### src/rtl/npc_pkg.sv
// Shared constants and redirect-select encodings for the next-PC unit.
package npc_pkg;
  localparam logic [31:0] RESET_PC_DEF = 32'h0000_3000;
  localparam int          IM_WORDS_DEF = 1024;
  localparam logic [31:0] WORD_BYTES   = 32'd4;

  typedef enum logic [2:0] {
    BR_SEQ  = 3'b000,
    BR_BEQ  = 3'b001,
    BR_BNE  = 3'b010,
    BR_BLT  = 3'b011,
    BR_BGT  = 3'b100,
    BR_J    = 3'b101,
    BR_JR   = 3'b110,
    BR_RSVD = 3'b111
  } br_op_e;
endpackage

### src/rtl/npc_target_calc.sv
// Combinational taken/target evaluation for the current instruction.
module npc_target_calc
  import npc_pkg::*;
(
  input  logic [31:0] pc,
  input  logic [2:0]  br_op,
  input  logic        zero,
  input  logic        smaller,
  input  logic        greater,
  input  logic [15:0] imm16,
  input  logic [25:0] imm26,
  input  logic [31:0] ra,
  output logic        taken,
  output logic [31:0] target,
  output logic [31:0] pc_plus4
);
  logic [31:0] br_tgt;

  assign pc_plus4 = pc + WORD_BYTES;
  assign br_tgt   = pc_plus4 + {{14{imm16[15]}}, imm16, 2'b00};

  always_comb begin
    taken  = 1'b0;
    target = pc_plus4;
    case (br_op_e'(br_op))
      BR_BEQ: begin taken = zero;    target = br_tgt; end
      BR_BNE: begin taken = !zero;   target = br_tgt; end
      BR_BLT: begin taken = smaller; target = br_tgt; end
      BR_BGT: begin taken = greater; target = br_tgt; end
      BR_J:   begin taken = 1'b1;    target = {pc_plus4[31:28], imm26, 2'b00}; end
      BR_JR:  begin taken = 1'b1;    target = ra; end
      default: ;
    endcase
  end
endmodule

### src/rtl/npc_unit.sv
// Next-PC register unit with window/alignment fault halt.
// Optional branch delay slot via macro NPC_DELAY_SLOT_EN.
module npc_unit
  import npc_pkg::*;
#(
  parameter logic [31:0] RESET_PC = RESET_PC_DEF,
  parameter int          IM_WORDS = IM_WORDS_DEF
) (
  input  logic        clk,
  input  logic        reset,
  input  logic        en,
  input  logic [2:0]  br_op,
  input  logic        zero,
  input  logic        smaller,
  input  logic        greater,
  input  logic [15:0] imm16,
  input  logic [25:0] imm26,
  input  logic [31:0] ra,
  output logic [31:0] pc,
  output logic [31:0] link,
  output logic        redirected,
  output logic        halt
);
  // 33-bit window bounds so a window ending at 2^32 still compares correctly
  localparam logic [32:0] WIN_LO = {1'b0, RESET_PC};
  localparam logic [32:0] WIN_HI = WIN_LO + 33'(IM_WORDS) * 33'(WORD_BYTES);

  logic        taken;
  logic [31:0] target, pc_plus4, nxt_pc;
  logic        nxt_redir, fault;

  npc_target_calc u_calc (
    .pc(pc), .br_op(br_op), .zero(zero), .smaller(smaller), .greater(greater),
    .imm16(imm16), .imm26(imm26), .ra(ra),
    .taken(taken), .target(target), .pc_plus4(pc_plus4)
  );

`ifdef NPC_DELAY_SLOT_EN
  logic        pend_vld;
  logic [31:0] pend_pc;

  // A pending target always wins over anything decoded in the delay slot
  always_comb begin
    nxt_pc    = pc_plus4;
    nxt_redir = 1'b0;
    if (pend_vld) begin
      nxt_pc    = pend_pc;
      nxt_redir = 1'b1;
    end
  end

  always_ff @(posedge clk) begin
    if (reset) begin
      pend_vld <= 1'b0;
      pend_pc  <= '0;
    end else if (en && !halt && !fault) begin
      pend_vld <= !pend_vld && taken;
      pend_pc  <= target;
    end
  end

  assign link = pc + 2 * WORD_BYTES;
`else
  always_comb begin
    nxt_pc    = taken ? target : pc_plus4;
    nxt_redir = taken;
  end

  assign link = pc + WORD_BYTES;
`endif

  assign fault = (nxt_pc[1:0] != 2'b00) || ({1'b0, nxt_pc} < WIN_LO) ||
                 ({1'b0, nxt_pc} >= WIN_HI);

  always_ff @(posedge clk) begin
    if (reset) begin
      pc         <= RESET_PC;
      redirected <= 1'b0;
      halt       <= 1'b0;
    end else if (en && !halt) begin
      if (fault) begin
        halt       <= 1'b1;
        redirected <= 1'b0;
      end else begin
        pc         <= nxt_pc;
        redirected <= nxt_redir;
      end
    end
  end
endmodule

### config.mk
export PLATFORM = sky130hd
export DESIGN_NAME = npc_unit
export DESIGN_NICKNAME = d
export VERILOG_FILES = /design/src/rtl/npc_pkg.sv /design/src/rtl/npc_target_calc.sv /design/src/rtl/npc_unit.sv
export SDC_FILE = /design/constraint.sdc
export NUM_CORES = 1
export LEC_CHECK = 0
export ABC_AREA = 1
export CORE_AREA = 10 10 132 104
export DETAILED_ROUTE_END_ITERATION = 6
export DIE_AREA = 0 0 142 114
export HOLD_SLACK_MARGIN = 0.02
export PLACE_DENSITY = 0.88
export SYNTH_ARGS = -nofsm -noshare
export SYNTH_HDL_FRONTEND = slang
export SYNTH_SLANG_ARGS = --single-unit
### constraint.sdc
create_clock -name clk -period 4.15 [get_ports clk]
set_input_delay 1.0375 -clock clk [delete_from_list [all_inputs] [get_ports clk]]
set_output_delay 1.0375 -clock clk [all_outputs]
set_load 0.01 [all_outputs]
== Yosys cells after proc, flatten, opt, wreduce, memory -nomap -nowiden ==
Cells that the tools add are included.
Widths: inputs -> output; s select.
Storage, ports and cells
  output and inout port bits: 66
  register bits after elaboration: 34
Cells by class
  magnitude comparators: 2
  bitwise gates (word level): 1
  mux-type cells: 4
  add/subtract/negate cells: 2
  eq/ne operators: 6
  reductions and logical operators: 10
Operators by type and width (number)
  $pmux 32 s3: 1
  $add 32x3->32 const B: 1
  $add 32x32->32: 1
  $ge 32x15->1 const B: 1
  $lt 32x14->1 const B: 1
  $mux 32: 1
  $eq 3x3->1 const B: 3
  $eq 3x2->1 const B: 2
  $pmux 1 s5: 1
  $reduce_and 2->1: 2
  $reduce_or 4->1: 1
  $eq 3x1->1 const B: 1
  $logic_not 1->1: 2
  $logic_or 1x1->1: 2
  $reduce_bool 2->1: 1
  $reduce_or 2->1: 1
  $logic_and 1x1->1: 1
  $mux 1: 1
  $not 1->1: 1

== Longest topological paths before layout ==
  depth after elaboration: 9
  mapped depth: 32
  mapped depth without buffers: 31

== Modules after synthesis ==
Synthesis repeated with hierarchy kept, for this count alone.
Unflattened totals
  cell total of the unflattened synthesis: 1140
  area total of the unflattened synthesis: 6384.9 um^2
Modules (own cells, without submodules)
  npc_target_calc: area each 3817.4 um^2, cells an instance 725, times used 1, sequential area each 0.0 um^2
  npc_unit: area each 2567.5 um^2, cells an instance 415, times used 1, sequential area each 680.7 um^2

== Worst setup path before layout ==
OpenSTA, ideal clock, no wires.
  path kind: register -> register
  start point: reg pc[2]
  end point: reg pc[24]
  slack: 0.547 ns
  path buffers: 2
  stages on the path, launching flop included: 27
  required time: 4.042 ns
  clock period less this slack: 3.603 ns
  arrival time: 3.494 ns
  path through: dfxtp_1 ha_1 nand2_2 nor2_2 nand2_2 nor2_8 nand2_2 nor2_1 xor2_1 inv_1 ha_1 nand2_1 nor2_1 nand2_1 or2_2 nand3_1 nand2_1 nand3_1 nand2_1 nand2_1 nand3_1 nor2_4 nand3_4 buf_6 buf_6 nand3_2 inv_2
On the way
  cells in the longest elaborated chain, start to end: 9
Ends and longest elaborated chain
  start, declared: RTL line npc_unit.sv:19  | output logic [31:0] pc,
  start signal, assigned: RTL line npc_unit.sv:85  | pc <= nxt_pc;
  $add 32x3->32 (*)
  named net link[20]: RTL line npc_unit.sv:20  | output logic [31:0] link,
  $add 32x32->32: RTL line npc_target_calc.sv:20  | assign br_tgt = pc_plus4 + {{14{imm16[15]}}, imm16, 2'b00};
  $pmux 32 s3: RTL line npc_target_calc.sv:25  | case (br_op_e'(br_op))
  $mux 32 (*): RTL line npc_unit.sv:65  | nxt_pc = taken ? target : pc_plus4;
  $lt 32x14->1: RTL line npc_unit.sv:72  | assign fault = (nxt_pc[1:0] != 2'b00) || ({1'b0, nxt_pc} < WIN_LO) ||
  $logic_or 1x1->1 (2 in a row): RTL line npc_unit.sv:72
  $not 1->1 (no line)
  $reduce_and 2->1 (no line)
Mark *: on every way through the listed nets, which the timed path passes. The rest lies on a longest branch.
A chain may end at the register's enable or synchronous reset.

== Worst setup path in the final report ==
  start point: reg pc[5]
  end point: reg pc[7]
On the way
  cells in the longest elaborated chain, start to end: 9
Ends and longest elaborated chain
  $add 32x3->32 (*): RTL line npc_target_calc.sv:19  | assign pc_plus4 = pc + WORD_BYTES;
  $add 32x32->32: RTL line npc_target_calc.sv:20
  $pmux 32 s3: RTL line npc_target_calc.sv:25
  $mux 32 (*): RTL line npc_unit.sv:65
  $lt 32x14->1: RTL line npc_unit.sv:72
  $logic_or 1x1->1 (2 in a row): RTL line npc_unit.sv:72
  $not 1->1 (no line)
  $reduce_and 2->1 (no line)
Mark *: on every way between the ends. The rest lies on a longest branch, timed or not.

==> out/qor.csv <==
metric;value;unit
post-layout min period;3930;ps
Starting Density;48.8;%
Final Hold Viols;0;
core area;11200;sq um
crit path DAT;4130;ps
FF-to-FF path depth;25;
routability cong.;1.02;
Worst VDD drop;0.000268;V
initial antenna violation count;0;
Clock Latency Late Sink;270;ps
Synth Instances;1039;
worst flop-to-flop path startpoint;pc[5];
CTS root buf;clkbuf_16;
DRC;0;
GRT Overall Usage;23.5;%
Final Cycle Share;94.7;%
Post-synth top flop;dfxtp_1;
vias per inst;5.36;
vias in the first global route;6442;
Vias;7160;
Final setup viols;0;
count leader, synth;nand2_1;
Die X;142;microns
Max-Cap Viols;0;
crit end category;register;
placed inst area;7100;sq um
Power Dens Cells;140;nW/um^2
global-route wire length before repair;31700;microns
H-tree depth;2;
Slew @ Worst Pin;1040;ps
PortBufs;148;
Worst R2R Setup Slack;220;ps
Slew Limit Fails;0;
largest net degree at the start of global routing;39;
DRT antenna net count;0;
Post-DP HPWL;16800;microns
Clock Path Buffers;2;
die span in y;114;microns
top post-synthesis cells by count;nand2_1 (387), inv_1 (193), nor2_1 (97);
Worst EP required;4350;ps
Worst Skew;4.23;ps
Mapped Area;5480;sq um
Final nets;1309;
Crit Path Max Fanout;19;
Hold-fix buffers, CTS;0;
outcome;completed;
First-pass DRT Iterations;6;
drt total wl;21200;microns
Cell variety after synth;39;
synth-to-layout area growth;42.0;%
#FFs+latches synth;34;
worst reg2reg endpoint;pc[7];
Setup WS pre-CTS;-70.6;ps
Syn Area/Cell;5.27;sq um
post-route worst setup slack;219;ps
area leader, netlist;nand2_1;
Async S/R FF share, synth;0;%
Ports;149;
highest clock rate;0.254;GHz
sequential fraction of the synthesis area;12.4;%
LEAKAGE;4.20;nW
CTS tree;yes;
crit path capture;pc[7];
synth warn;0;
wire per inst;15.9;microns
CP startpoint;pc[5];
proportion of layout cells with a drive suffix above 1;13.7;%
# diodes;0;
Min-Delay Path Class;register to register;
Die ar.;16200;sq um
# rows;34;
Starting DRT DRC Count;862;
relative slew slack;30.3;%
design area;7780;sq um
Yosys top cell area share;26.5;%
Sink Count;34;
Num CTS Buffers;5;
Worst Setup Start Kind;register;
grt total ovfl;0;
Syn Nets;1155;
kind of critical path;register to register;
largest cells by area after synthesis;nand2_1 (27%), inv_1 (13%), dfxtp_1 (12%), nand3_1 (8.5%), ha_1 (7.3%);
number of flops mapped to enable cells by yosys;0;
Reg clk slew, reported paths;50;ps
[what timing repair did]
item | 4_1_cts | 5_1_grt
buffers inserted | 0 | 9
hold endpoints to repair | 0 | 0
setup endpoints to repair | 0 | 34
gates resized for setup | 0 | 110
[cells by family after synthesis]
group	Yosys count	share of synthesized area, %
compound gates	74	8.18
xor+xnor	21	3.50
fa+ha+maj	33	7.68
buf+inv	231	17.1
flops	34	12.4
simple gates	646	51.1
[power breakdown]
group | switching (mW) | internal, mW | leakage [nW] | total [mW]
logic | 0.233 | 0.180 | 3.85 | 0.413
registers | 0.000601 | 0.325 | 0.284 | 0.325
clock network | 0.121 | 0.231 | 0.0688 | 0.352
[routing by layer]
layer  global-route usage, %  vias to the layer above  wire length [microns]
li1                        -                     3502                      -
met1                    31.6                     3242                   8900
met2                    39.0                      372                   9820
met3                    3.95                       44                   2030
met4                    3.74                        0                    449
met5                       0                        -                      0
[state kept, by name, summed over array words and instances (netlist names)]
| register | count |
|---|---|
| pc | 32 |
| halt | 1 |
| redirected | 1 |
[worst max-delay path, stage by stage, from the launching register on]
cell and delay (ps):
dfxtp_1 420, inv_1 120, nor2_2 130, nand2_2 140, nor2_2 170, nand2_2 120
nor2_4 150, xor2_2 200, inv_1 120, ha_4 310, nand2_1 100, nor2_2 150
nand2_1 80, or2_2 320, nand3_1 90, nand2_1 50, nand3_1 130, nand2_1 70
nand2_1 60, nand3_1 130, nor2_4 210, nand3_4 150, buf_12 190, nand2_1 60
nand2_1 50, nor2_1 130
[worst min path at each step]
| stage | slack (ps) | to | depth (start not counted) | start |
|---|---|---|---|---|
| detailed placement | 460 | redirected | 2 | redirected |
| floorplan | 480 | redirected | 2 | redirected |
| global placement | 460 | redirected | 2 | redirected |
| global route | 500 | redirected | 2 | redirected |
| CTS | 480 | redirected | 2 | redirected |
| finish | 480 | redirected | 2 | redirected |
[stage by stage]
step | setup TNS (ps) | utilization [%] | total power [mW] | hold slack, ps | cells
after floorplan | 0 | - | 0.569 | 481 | 1039
after global placement | 0 | 63.2 | 0.713 | 459 | 1320
after detailed placement | -467 | 63.2 | 0.718 | 461 | 1320
after CTS | 0 | 64.4 | 1.07 | 476 | 1326
after global routing | -324 | 69.2 | 1.14 | 505 | 1336
final | 0 | 69.2 | 1.09 | 476 | 1336
[cells in the final DEF (no fill, tap or decap), types with 17 or more instances in the layout]
cell and count:
clkdlybuf4s50_1 148, a21oi_1 33, nand4_1 19, nand2_1 378, inv_1 192, buf_4 19, nor2_1 76, ha_1 18
nand3_1 92, nor2_2 17
[cell type report]
class	instances	area, sq um
timing repair buffer	170	1690
tap	144	180
clock buffer	6	139
inverter	208	781
fill	943	3450
sequential	34	718
multi-input combinational	774	4270
Power figures use the tool's default switching activity.
